`src/rtl/ysyx_040750_scoreboard.sv`:
```
// rtl/ysyx_040750_scoreboard.sv - register-write scoreboard for the ID hazard check
//
// Tracks in-flight rd writers per architectural register and in-flight mrets.
// Issue (from ID) increments, retire (from WB) decrements, avail (from EX/MEM)
// marks a late result as forwardable. Queries from ID are answered from registered state.
//
// Ports:
//   I_sys_clk, I_rst_n             clock, synchronous active-low reset
//   I_flush                        clear all tracking state except err
//   I_issue_*, O_issue_ready       issue handshake and fields
//   I_avail_valid/rd_addr          late result became forwardable
//   I_retire_*                     WB commit
//   I_rs1_addr/rs2_addr/stall_en   ID source queries
//   O_rs_busy, O_ID_stall, O_err   query answers, stall request, sticky error

module ysyx_040750_scoreboard #(
    parameter int CNT_W  = 2,
    parameter int MRET_W = 2
) (
    input  logic       I_sys_clk,
    input  logic       I_rst_n,
    input  logic       I_flush,
    input  logic       I_issue_valid,
    output logic       O_issue_ready,
    input  logic [4:0] I_issue_rd_addr,
    input  logic       I_issue_wen,
    input  logic       I_issue_late,
    input  logic       I_issue_mret,
    input  logic       I_avail_valid,
    input  logic [4:0] I_avail_rd_addr,
    input  logic       I_retire_valid,
    input  logic [4:0] I_retire_rd_addr,
    input  logic       I_retire_wen,
    input  logic       I_retire_mret,
    input  logic [4:0] I_rs1_addr,
    input  logic [4:0] I_rs2_addr,
    input  logic [1:0] I_stall_en,
    output logic [1:0] O_rs_busy,
    output logic       O_ID_stall,
    output logic       O_err
);

    localparam logic [CNT_W-1:0]  CNT_MAX  = {CNT_W{1'b1}};
    localparam logic [MRET_W-1:0] MRET_MAX = {MRET_W{1'b1}};

    // Entry 0 exists only to keep indexing simple; it is never written and stays 0.
    logic [CNT_W-1:0]  cnt [32];
    logic [31:0]       late;
    logic [MRET_W-1:0] mret_cnt;
    logic              err;

    logic accept;
    logic iss_w;
    logic ret_w;
    logic avl_w;
    logic inc_m;
    logic dec_m;
    logic same_rd;
    logic err_set;

    logic issue_rd_nz;
    assign issue_rd_nz = (I_issue_rd_addr != 5'd0);

    // Ready looks only at state and issue fields so ID can use it before deciding valid.
    always_comb begin
        O_issue_ready = 1'b1;
        if (I_issue_wen && issue_rd_nz && (cnt[I_issue_rd_addr] == CNT_MAX))
            O_issue_ready = 1'b0;
        if (I_issue_wen && issue_rd_nz && I_issue_late && late[I_issue_rd_addr])
            O_issue_ready = 1'b0;
        if (I_issue_mret && (mret_cnt == MRET_MAX))
            O_issue_ready = 1'b0;
    end

    assign accept  = I_issue_valid & O_issue_ready;
    assign iss_w   = accept & I_issue_wen & issue_rd_nz;
    assign ret_w   = I_retire_valid & I_retire_wen & (I_retire_rd_addr != 5'd0);
    assign avl_w   = I_avail_valid & (I_avail_rd_addr != 5'd0);
    assign inc_m   = accept & I_issue_mret;
    assign dec_m   = I_retire_valid & I_retire_mret;
    assign same_rd = iss_w & ret_w & (I_issue_rd_addr == I_retire_rd_addr);

    // Underflow of a register counter is only an error when no same-cycle issue
    // offsets the retire; mret underflow likewise.
    always_comb begin
        err_set = 1'b0;
        if (ret_w && !same_rd && (cnt[I_retire_rd_addr] == '0))
            err_set = 1'b1;
        if (avl_w && !late[I_avail_rd_addr])
            err_set = 1'b1;
        if (dec_m && !inc_m && (mret_cnt == '0))
            err_set = 1'b1;
    end

    always_ff @(posedge I_sys_clk) begin
        if (!I_rst_n) begin
            for (int i = 0; i < 32; i++) cnt[i] <= '0;
            late     <= '0;
            mret_cnt <= '0;
            err      <= 1'b0;
        end else if (I_flush) begin
            for (int i = 0; i < 32; i++) cnt[i] <= '0;
            late     <= '0;
            mret_cnt <= '0;
        end else begin
            for (int i = 1; i < 32; i++) begin
                logic inc;
                logic dec;
                inc = iss_w && (I_issue_rd_addr == 5'(i));
                dec = ret_w && (I_retire_rd_addr == 5'(i));
                if (inc && !dec)
                    cnt[i] <= cnt[i] + 1'b1;
                else if (dec && !inc && (cnt[i] != '0))
                    cnt[i] <= cnt[i] - 1'b1;
                // Youngest writer decides lateness; issue overrides a same-cycle avail.
                if (inc)
                    late[i] <= I_issue_late;
                else if (avl_w && (I_avail_rd_addr == 5'(i)))
                    late[i] <= 1'b0;
            end
            if (inc_m && !dec_m)
                mret_cnt <= mret_cnt + 1'b1;
            else if (dec_m && !inc_m && (mret_cnt != '0))
                mret_cnt <= mret_cnt - 1'b1;
            if (err_set)
                err <= 1'b1;
        end
    end

    assign O_rs_busy[1] = I_stall_en[1] & (I_rs1_addr != 5'd0) & (cnt[I_rs1_addr] != '0);
    assign O_rs_busy[0] = I_stall_en[0] & (I_rs2_addr != 5'd0) & (cnt[I_rs2_addr] != '0);

    assign O_ID_stall = I_issue_valid & ((O_rs_busy[1] & late[I_rs1_addr])
                                       | (O_rs_busy[0] & late[I_rs2_addr])
                                       | (mret_cnt != '0)
                                       | !O_issue_ready);
    assign O_err = err;

endmodule

```
`config.mk`:
```
export PLATFORM = sky130hd
export DESIGN_NAME = ysyx_040750_scoreboard
export DESIGN_NICKNAME = d
export VERILOG_FILES = /design/src/rtl/ysyx_040750_scoreboard.sv
export SDC_FILE = /design/constraint.sdc
export NUM_CORES = 1
export LEC_CHECK = 0
export CORE_AREA = 2 2 122 124
export CTS_CLUSTER_DIAMETER = 40
export CTS_CLUSTER_SIZE = 20
export DETAILED_ROUTE_END_ITERATION = 8
export DIE_AREA = 0 0 124 126
export GPL_ROUTABILITY_DRIVEN = 0
export HOLD_SLACK_MARGIN = 0.05
export PLACE_DENSITY = 0.76
export SYNTH_ARGS = -nofsm -noshare
export SYNTH_HDL_FRONTEND = slang
export SYNTH_SLANG_ARGS = --single-unit
```
`constraint.sdc`:
```
create_clock -name I_sys_clk -period 4 [get_ports I_sys_clk]
set_input_delay 0.6 -clock I_sys_clk [delete_from_list [all_inputs] [get_ports I_sys_clk]]
set_output_delay 0.6 -clock I_sys_clk [all_outputs]
set_load 0.05 [all_outputs]
```
# Word-level counts from Yosys, hierarchy flattened
# Memory sizes are Yosys's and may differ from the RTL's.
# Cells that the tools add are included.
# Widths: inputs -> output; s select.
[totals] in_bits=38 ff_bits=34 ram_bits=64 memories=1
[memory_table] name="cnt" words=32 word_bits=2 read_ports=35 rd_clocked_by_memory_dff=0 write_ports=32 line="47" source="logic [CNT_W-1:0] cnt [32];"
[op_classes] n_mux=455 eq_ne=96 order_cmp=4 n_addsub=64 reduce_logical=340 bitwise_logic=116
[ops] op="$mux 1" count=355
[ops] op="$eq 5x5->1 const B" count=48
[ops] op="$logic_and 1x1->1" count=198
[ops] op="$mux 2" count=96
[ops] op="$reduce_bool 2->1" count=66
[ops] op="$eq 5x4->1 const B" count=24
[ops] op="$or 1x1->1" count=97
[ops] op="$logic_not 1->1" count=67
[ops] op="$add 2x1->2 const B" count=32
[ops] op="$sub 2x1->2 const B" count=32
[ops] op="$eq 5x3->1 const B" count=12
[ops] op="$eq 5x2->1 const B" count=6
[ops] op="$reduce_bool 5->1" count=5
[ops] op="$lt 5x6->1 const B" count=4
[ops] op="$bmux 1 s5" count=4
[ops] op="$and 1x1->1" count=17
[ops] op="$eq 5x1->1 const B" count=3
[ops] op="$eq 5x5->1" count=1
[ops] op="$eq 2x2->1 const B" count=2
[ops] op="$logic_not 2->1" count=2
[ops] op="$not 1->1" count=2
[ops] op="$reduce_and 2->1" count=1
[ops] op="$reduce_or 2->1" count=1

# Depth between registers and ports, before layout
# Gate-level depths: netlist of run 1.
[logic_depth] ltp_word=19 ltp_mapped=12

# Worst setup path after synthesis of run 1
# OpenSTA, ideal clock, no wires.
[synth_timing] path_type="input to output" start="input I_rs2_addr[0]" end="output O_ID_stall" arrival_time_ps=4412 required_time_ps=3400 path_slack_ps=-1012 cell_stages=8 cell_sequence="clkbuf_1 clkbuf_1 mux4_2 a211oi_1 a211oi_1 a211oi_1 o211ai_1 a31oi_1"
[synth_between] elab_chain_len=8 elab_cells_between_ends=12
[synth_rtl] item="from (decl)" line="36" source="input logic [4:0] I_rs2_addr,"
[synth_rtl] item="$mem_v2 32x2 / $reduce_bool 5->1 (equally long branches)"
[synth_rtl] item="$reduce_bool 2->1 / $and 1x1->1 (equally long branches)" line="131" source="assign O_rs_busy[0] = I_stall_en[0] & (I_rs2_addr != 5'd0) & (cnt[I_rs2_addr] != '0);"
[synth_rtl] item="$and 1x1->1 *" line="131"
[synth_rtl] item="net O_rs_busy[0]" line="38" source="output logic [1:0] O_rs_busy,"
[synth_rtl] item="$and 1x1->1 *" line="134" source="| (O_rs_busy[0] & late[I_rs2_addr])"
[synth_rtl] item="$or 1x1->1 *" line="134"
[synth_rtl] item="$or 1x1->1 *" line="135" source="| (mret_cnt != '0)"
[synth_rtl] item="$or 1x1->1 *" line="136" source="| !O_issue_ready);"
[synth_rtl] item="$and 1x1->1 *" line="133" source="assign O_ID_stall = I_issue_valid & ((O_rs_busy[1] & late[I_rs1_addr])"
[synth_rtl] item="to (decl)" line="39" source="output logic O_ID_stall,"
# The timed path passes the listed nets; every way through them passes the cells marked *. The select of a mux whose other input is x is not followed.

# Worst setup path in the final report of run 1
[layout_timing] start="input I_rs2_addr[3]" end="output O_ID_stall"
[layout_between] elab_chain_len=8 elab_cells_between_ends=12
[layout_rtl] item="$mem_v2 32x2 / $reduce_bool 5->1 (equally long branches)"
[layout_rtl] item="$reduce_bool 2->1 / $and 1x1->1 (equally long branches)" line="131"
[layout_rtl] item="$and 1x1->1" line="131"
[layout_rtl] item="$and 1x1->1 *" line="134"
[layout_rtl] item="$or 1x1->1 *" line="134"
[layout_rtl] item="$or 1x1->1 *" line="135"
[layout_rtl] item="$or 1x1->1 *" line="136"
[layout_rtl] item="$and 1x1->1 *" line="133"
# Mark *: on every way between the ends. The rest lies on a longest branch, timed or not. The select of a mux whose other input is x is not followed.

==> results of run 1 <==
-- cells by family (layout without fill, tap and decap cells) --
| family | after synthesis | in the layout | share of synthesized area [%] |
|---|---|---|---|
| and+or+nand+nor | 444 | 444 | 25.5 |
| muxes | 109 | 109 | 22.4 |
| buffers and inverters | 102 | 161 | 4.79 |
| xor gates and xnor gates | 6 | 6 | 0.619 |
| adders and majority gates | 17 | 17 | 2.51 |
| DFF | 96 | 96 | 29.9 |
| AOI/OAI and AO/OA | 182 | 182 | 14.2 |
-- layout make-up --
cell class / count / area [sq um] / area share, %
sequential: 96 / 2540 / 26.1
inverter: 42 / 158 / 1.62
tap: 184 / 230 / 2.36
clock buffer: 11 / 275 / 2.83
timing repair buffer: 103 / 921 / 9.46
multi-input combinational: 758 / 5580 / 57.3
clock inverter: 5 / 33.8 / 0.347
-- tightest hold or removal path: stages (launching register included) --
cell	delay (ns)
dfxtp_1	0.35
o221ai_1	0.08
a21oi_1	0.06
-- registers in the layout (all words and copies together), names as in the netlist --
signal / flops
cnt: 62
late: 31
mret_cnt: 2
O_err: 1
-- cells in the final DEF, fill, tap and decap left out, types with 6 or more instances in the layout --
cell	count
nor2b_1	14
nand3_1	51
nand4b_1	11
a211oi_1	26
clkbuf_16	11
or4_1	15
inv_1	42
nand2_1	107
nor3b_1	10
o211ai_1	22
mux2_2	9
nor2_1	121
ha_1	17
nand4_1	7
mux4_2	64
dfxtp_1	34
or3_1	10
o221ai_1	10
mux2i_1	36
nor3_1	47
clkdlybuf4s50_1	36
nand2b_1	18
edfxtp_1	62
buf_4	60
and3_1	6
nand3b_1	8
a31oi_1	13
a21oi_1	64
o21ai_0	16
-- per-stage QoR --
| step | cells | area, sq um |
|---|---|---|
| 2_1_floorplan | 956 | 8520 |
| 3_3_place_gp | 1183 | 9430 |
| 3_5_place_dp | 1183 | 9430 |
| 4_1_cts | 1199 | 9740 |
| 5_1_grt | 1199 | 9740 |
| 6_report | 1199 | 9740 |
-- layer usage --
metal,GRT usage (%),vias to the layer above,routed length (um)
li1,-,3742,-
met5,0,-,0
met3,8.02,136,2980
met1,46.6,4069,10000
met2,57.2,596,13000
met4,20.0,0,1670
-- final timing paths --
kind,slack [ns],cells past startpoint,startpoint,endpoint
max,0.05,9,I_rs2_addr[3],O_ID_stall
max reg2reg,0.80,9,cnt[27][0],cnt[25][1]
min,0.53,2,late[30],late[30]
min reg2reg,0.53,2,late[30],late[30]
-- power by group through the flow --
stage | clock [uW] | sequential, uW | combinational (uW)
floorplan | 0 | 1130 | 330
global placement | 0 | 1140 | 516
detailed placement | 0 | 1140 | 524
CTS | 905 | 1120 | 526
global route | 950 | 1130 | 569
finish | 910 | 1120 | 539
==> flow_metrics.env, run 1 <==
export IMPL_seqPwrFrac_pct=43.7
export IMPL_crit_slowest_cell="clkdlybuf4s50_1"
export IMPL_tightest_slew_ns=0.900
export IMPL_syn_area_sq_um=8490
export IMPL_hp_class="register to register"
export IMPL_htree_levels=3
export IMPL_rows=44
export IMPL_yosysMostFrequentCell="nor2_1"
export IMPL_grt_max_degree=78
export IMPL_pwr_density_cell_nw_per_um2=264
export IMPL_slew_headroom_pct=40.0
export IMPL_status="finished, final reports clean"
export IMPL_crit_path_frequent_cell="a211oi_1"
export IMPL_hold_ws_ns=0.534
export IMPL_cts_path_max_buffers=2
export IMPL_synth_edff_count=62
export IMPL_fin_nets=1065
export IMPL_grt_ovfl_total=0
export IMPL_syn_inst=956
export IMPL_leakage_uw=0.00310
export IMPL_post_cts_buffers=0
export IMPL_path_class="input port to primary output"
export IMPL_fmax_ghz=0.253
export IMPL_rsz0062_at_grt="no"
export IMPL_drt_pass1_iter_count=6
export IMPL_ctsHoldBuffers=0
export IMPL_critPathMaxStageDelay_ns=0.71
export IMPL_wl_per_cell_um=23.1
export IMPL_fin_util_pct=68.0
export IMPL_cts_clk_slew_worst_paths_ns=0.07
export IMPL_cts_tree="built"
export IMPL_diodes=0
export IMPL_core_sq_um=14300
export IMPL_initial_core_util_pct=59.3
export IMPL_routed_via_density=7.13
export IMPL_avgSynthCellArea_sq_um=8.88
export IMPL_tns_ns=0
export IMPL_cp_arrival_ns=3.35
export IMPL_postSynthRegisterBits=96
export IMPL_die_w_um=124
export IMPL_dieArea_sq_um=15600
export IMPL_syn_to_final_growth_pct=14.7
export IMPL_skew_ns=0.00570
export IMPL_switching_power_uw=764
export IMPL_synth_top_cell_by_area="edfxtp_1"
export IMPL_cts_root_buf="clkbuf_16"
export IMPL_route_antenna_remaining_nets=0
export IMPL_drc=0
export IMPL_p_int_uw=1810
export IMPL_grtUsageTotal_pct=36.4
export IMPL_cts_buffers=9
export IMPL_ys_top_cells_by_count="nor2_1 (121), nand2_1 (107), a21oi_1 (64), mux4_2 (64), edfxtp_1 (62)"
export IMPL_drtIter0Drc=1262
export IMPL_crit_path_start_kind="input port"
export IMPL_drive_gt1_share_pct=16.7
export IMPL_drt_wl_total_mm=27.7
export IMPL_pwr_share_comb_pct=21.0
export IMPL_grt_pass1_vias=7998
export IMPL_netSwitchingFraction_pct=29.7
export IMPL_crit_buf_inv=3
export IMPL_die_h_um=126
export IMPL_io_buffers=42
export IMPL_critical_path_top_delay_family="buffers and inverters"
export IMPL_async_reset_ff_share_pct=0
export IMPL_slew_violations=0
export IMPL_cap_violations=0
export IMPL_hpwl_mm=21.0
export IMPL_yosys_warnings=0
export IMPL_grt_pass1_wl_mm=43.1
export IMPL_critical_path_max_fanout=8
export IMPL_min_period_ns=3.95
export IMPL_synth_distinct_cells=59
export IMPL_post_route_period_util_pct=98.7
export IMPL_insertion_delay_ns=0.36
export IMPL_ys_seq_area_share_pct=29.9
export IMPL_synthFlopType="edfxtp_1"
export IMPL_setup_viol_count_final=0
export IMPL_synth_fp_nets=1011
export IMPL_dp_worst_setup_slack_ns=0.114
export IMPL_finalPower_uw=2570
export IMPL_synth_top_cell_area_share_pct=21.9
export IMPL_path_cells="clkdlybuf4s50_1 > buf_4 > mux4_2 > a211oi_1 > a211oi_1 > a211oi_4 > o211ai_1 > a31oi_2 > buf_12"
export IMPL_worstPathRequired_ns=3.40
export IMPL_end_kind="primary output"
export IMPL_num_vias=8543
export IMPL_setup_slack_ns=0.0519
export IMPL_cts_num_sinks=96
export IMPL_p_clk_share_pct=35.4
export IMPL_hold_viol=0
export IMPL_ios=43
export IMPL_synth_area_top_cells="edfxtp_1 (22%), mux4_2 (17%), dfxtp_1 (8.0%), nor2_1 (5.3%), nand2_1 (4.7%)"
export IMPL_peakVddDrop_mv=0.224
export IMPL_cts_resized=0
export IMPL_antenna_found_initial=0
export IMPL_fillers=1171
(Power assumes the default switching activity.)
==> run 2: changes to the inputs <==
--- a/config.mk
+++ b/config.mk
@@ -5,14 +5,16 @@
 export SDC_FILE = /design/constraint.sdc
 export NUM_CORES = 1
 export LEC_CHECK = 0
-export CORE_AREA = 2 2 122 124
+export CELL_PAD_IN_SITES_DETAIL_PLACEMENT = 2
+export CELL_PAD_IN_SITES_GLOBAL_PLACEMENT = 2
+export CORE_AREA = 2 2 151 153
 export CTS_CLUSTER_DIAMETER = 40
 export CTS_CLUSTER_SIZE = 20
 export DETAILED_ROUTE_END_ITERATION = 8
-export DIE_AREA = 0 0 124 126
+export DIE_AREA = 0 0 153 155
 export GPL_ROUTABILITY_DRIVEN = 0
 export HOLD_SLACK_MARGIN = 0.05
-export PLACE_DENSITY = 0.76
+export PLACE_DENSITY = 0.78
 export SYNTH_ARGS = -nofsm -noshare
 export SYNTH_HDL_FRONTEND = slang
 export SYNTH_SLANG_ARGS = --single-unit
==> run 2 against run 1 <==
Effect of this change:
- combinational power up 10%
- critical path depth down 2
- non-clock buffer count up 21
- clock power down 2.3%
- global-route usage down 4.7 points
- largest power group unchanged
- die area up 52%
- routed wire length up 34%
- clock-buffer cell count unchanged
- final cell count up 10%
- via count up 1.7%
==> flow_metrics.env, run 2 (synthesized netlist as in run 1, its figures left out) <==
export IMPL_antenna_found_initial=0
export IMPL_wl_per_cell_um=28.1
export IMPL_cts_buffers=9
export IMPL_final_cell_mix="nor2_1 (121), nand2_1 (107), buf_4 (79)"
export IMPL_cap_violations=0
export IMPL_largest_register_ffs=62
export IMPL_pwr_density_cell_nw_per_um2=260
export IMPL_critical_path_top_delay_family="multiplexers"
export IMPL_syn_to_final_growth_pct=18.1
export IMPL_initial_core_util_pct=38.2
export IMPL_route_antenna_remaining_nets=0
export IMPL_setup_viol_count_final=0
export IMPL_post_cts_buffers=0
export IMPL_fin_nets=1086
export IMPL_grt_max_degree=68
export IMPL_insertion_delay_ns=0.36
export IMPL_grtUsageTotal_pct=31.7
export IMPL_largest_register="cnt"
export IMPL_hp_class="register to register"
export IMPL_die_h_um=155
export IMPL_cts_clk_slew_worst_paths_ns=0.08
export IMPL_dp_worst_setup_slack_ns=0.0905
export IMPL_cts_root_buf="clkbuf_16"
export IMPL_fmax_ghz=0.257
export IMPL_slew_headroom_pct=44.2
export IMPL_core_sq_um=22200
export IMPL_drt_pass1_iter_count=5
export IMPL_num_vias=8690
export IMPL_cts_tree="built"
export IMPL_die_w_um=153
export IMPL_post_route_period_util_pct=97.4
export IMPL_dieArea_sq_um=23700
export IMPL_setup_slack_ns=0.105
export IMPL_crit_path_frequent_cell="mux4_2"
export IMPL_drive_gt1_share_pct=18.5
export IMPL_worstPathRequired_ns=3.40
export IMPL_crit_buf_inv=2
export IMPL_path_class="input port to primary output"
export IMPL_diodes=0
export IMPL_rsz0062_at_grt="no"
export IMPL_htree_levels=3
export IMPL_peakVddDrop_mv=0.161
export IMPL_grt_pass1_wl_mm=57.7
export IMPL_hold_ws_ns=0.556
export IMPL_end_kind="primary output"
export IMPL_status="finished, final reports clean"
export IMPL_leakage_uw=0.00320
export IMPL_hpwl_mm=28.4
export IMPL_tns_ns=0
export IMPL_drtIter0Drc=701
export IMPL_io_buffers=42
export IMPL_tightest_slew_ns=0.837
export IMPL_crit_slowest_cell="clkdlybuf4s50_1"
export IMPL_slew_violations=0
export IMPL_cts_path_max_buffers=2
export IMPL_rows=55
export IMPL_cts_num_sinks=96
export IMPL_cp_arrival_ns=3.29
export IMPL_crit_path_start_kind="input port"
export IMPL_top_regs="cnt: 62 flops, late: 31 flops, mret_cnt: 2 flops"
export IMPL_ios=43
export IMPL_drt_wl_total_mm=37.1
export IMPL_grt_pass1_vias=9478
export IMPL_hold_viol=0
export IMPL_routed_via_density=6.58
export IMPL_fin_util_pct=45.1
export IMPL_grt_ovfl_total=0
export IMPL_critPathMaxStageDelay_ns=0.66
export IMPL_critical_path_max_fanout=5
export IMPL_path_cells="clkdlybuf4s50_1 > mux4_2 > mux4_2 > a211oi_4 > o211ai_1 > a31oi_2 > buf_12"
export IMPL_layout_commonest_cell="nor2_1"
export IMPL_skew_ns=0.0118
export IMPL_min_period_ns=3.89
export IMPL_drc=0
run 2: cell types whose count changed in the layout (fill, tap and decap cells not counted), sizes merged:
cell      previous run  this run
buf                 67        88
clkinv               3         2
clkinvlp             0         1
run 2: final timing paths:
kind | cells after the start | to | slack (ns) | from
max reg2reg | 9 | cnt[16][0] | 0.72 | cnt[27][0]
max | 7 | O_ID_stall | 0.11 | I_rs2_addr[2]
min | 2 | late[29] | 0.56 | late[29]
min reg2reg | 2 | late[29] | 0.56 | late[29]
run 2: stage by stage:
stage | total power, uW | std cells | cell area, sq um
finish | 2610 | 1321 | 10000
global route | 2700 | 1321 | 10000
CTS | 2610 | 1321 | 10000
detailed placement | 1730 | 1305 | 9740
global placement | 1700 | 1305 | 9740
floorplan | 1460 | 956 | 8520
run 2: routing by layer:
metal  vias to the layer above  global-route usage (%)  routed length (um)
met3                       133                    4.46                2090
met4                         0                    17.1                2320
met1                      4451                    38.3               14500
met2                       331                    55.1               18200
li1                       3775                       -                   -
met5                         -                       0                   0
run 2: worst min-delay path, stage by stage, from the launching register on:
cell and delay (ns):
dfxtp_1 0.35, o221ai_1 0.09, a21oi_1 0.07
run 2: cell type report:
class                   count  area [sq um]
well taps                 285           357
flip-flops and latches     96          2540
fillers                  2441         12200
clock inverters             5          28.8
inverters                  42           158
repair buffers            124          1100
clock buffers              11           253
multi-input cells         758          5590
run 2: report_power, final:
group	switching (uW)	internal, uW
clock	434	455
combinational	357	237
sequential	44.2	1080
total	835	1770
run 2: timing repair:
| item | in CTS | in global routing |
|---|---|---|
| endpoints found under the setup margin | 0 | 1 |
| endpoints found under the hold margin | 0 | 0 |
| gates resized for setup | 0 | 2 |
| hold buffers | 0 | 0 |
==> patch: new RTL, config.mk and constraints of run 2 <==
Change the parameter `CNT_W` from 2 to 3.
--- a/src/rtl/ysyx_040750_scoreboard.sv
+++ b/src/rtl/ysyx_040750_scoreboard.sv
@@ -14,7 +14,7 @@
 //   O_rs_busy, O_ID_stall, O_err   query answers, stall request, sticky error
 
 module ysyx_040750_scoreboard #(
-    parameter int CNT_W  = 2,
+    parameter int CNT_W  = 3,
     parameter int MRET_W = 2
 ) (
     input  logic       I_sys_clk,
Function: not settled (the Yosys comparison gave no result); the edit may change what the design does.
==> patch against run 2 <==
The run now fails in detailed placement (3_5_place_dp); synthesized area increased by 35%.
==> patch: results (changes against run 2) <==
Synth:
- The flip-flop and latch count after synthesis is 127 (+32%).
- The count of yosys warnings during synthesis was 0 (unchanged).
- The post-synth net total came to 1313 (+30%).
- Sorting the synthesized cells by area gives the leading types as edfxtp_1 24%, mux4_2 15%, dfxtp_1 5.9%.
- The number of synthesized flops with an enable pin was 93 (+50%).
- The post-synthesis cell type count came to 62 (+5.1%).
- The most used flip-flop cell after synthesis is edfxtp_1.
- The proportion of register bits with asynchronous set or reset after synthesis is 0 (unchanged).
- The post-synthesis sequential area ratio is 0.302 (+0.00276).
- The commonest cells after synthesis are 105 x nor2_1, 101 x inv_1, 93 x edfxtp_1, 89 x nand2_1, 74 x mux4_2.

Place:
- The placed wire-length estimate after detailed placement is 42800 um (+51%).
- The count of buffers from port buffering is 42 (unchanged).

Outcome:
- The failing step is detailed placement (3_5_place_dp).
- The first error in the log reads "[ERROR DPL-0033] detailed placement checks failed during check placement".
- The flow did not finish.
[patch: changes by cell type after synthesis, sizes merged, moves of 31 or more]
cell	change
edfxtp	+31
ha	+34
inv	+59
o21ai	+34
or3	+31
[patch: cell families after synthesis]
| logic type | share of synthesized area |
|---|---|
| XOR/XNOR | 0.0137 |
| flip-flops | 0.302 |
| buffers and inverters | 0.0649 |
| AO/OA/AOI/OAI | 0.172 |
| AND/OR/NAND/NOR | 0.185 |
| multiplexers | 0.182 |
| adder cells (fa/ha/maj) | 0.0799 |
[patch: stage by stage]
stage | cell area, sq um | cells | hold WS [ns]
after floorplan | 11500 | 1210 | 0.483
after global placement | 12700 | 1549 | 0.507
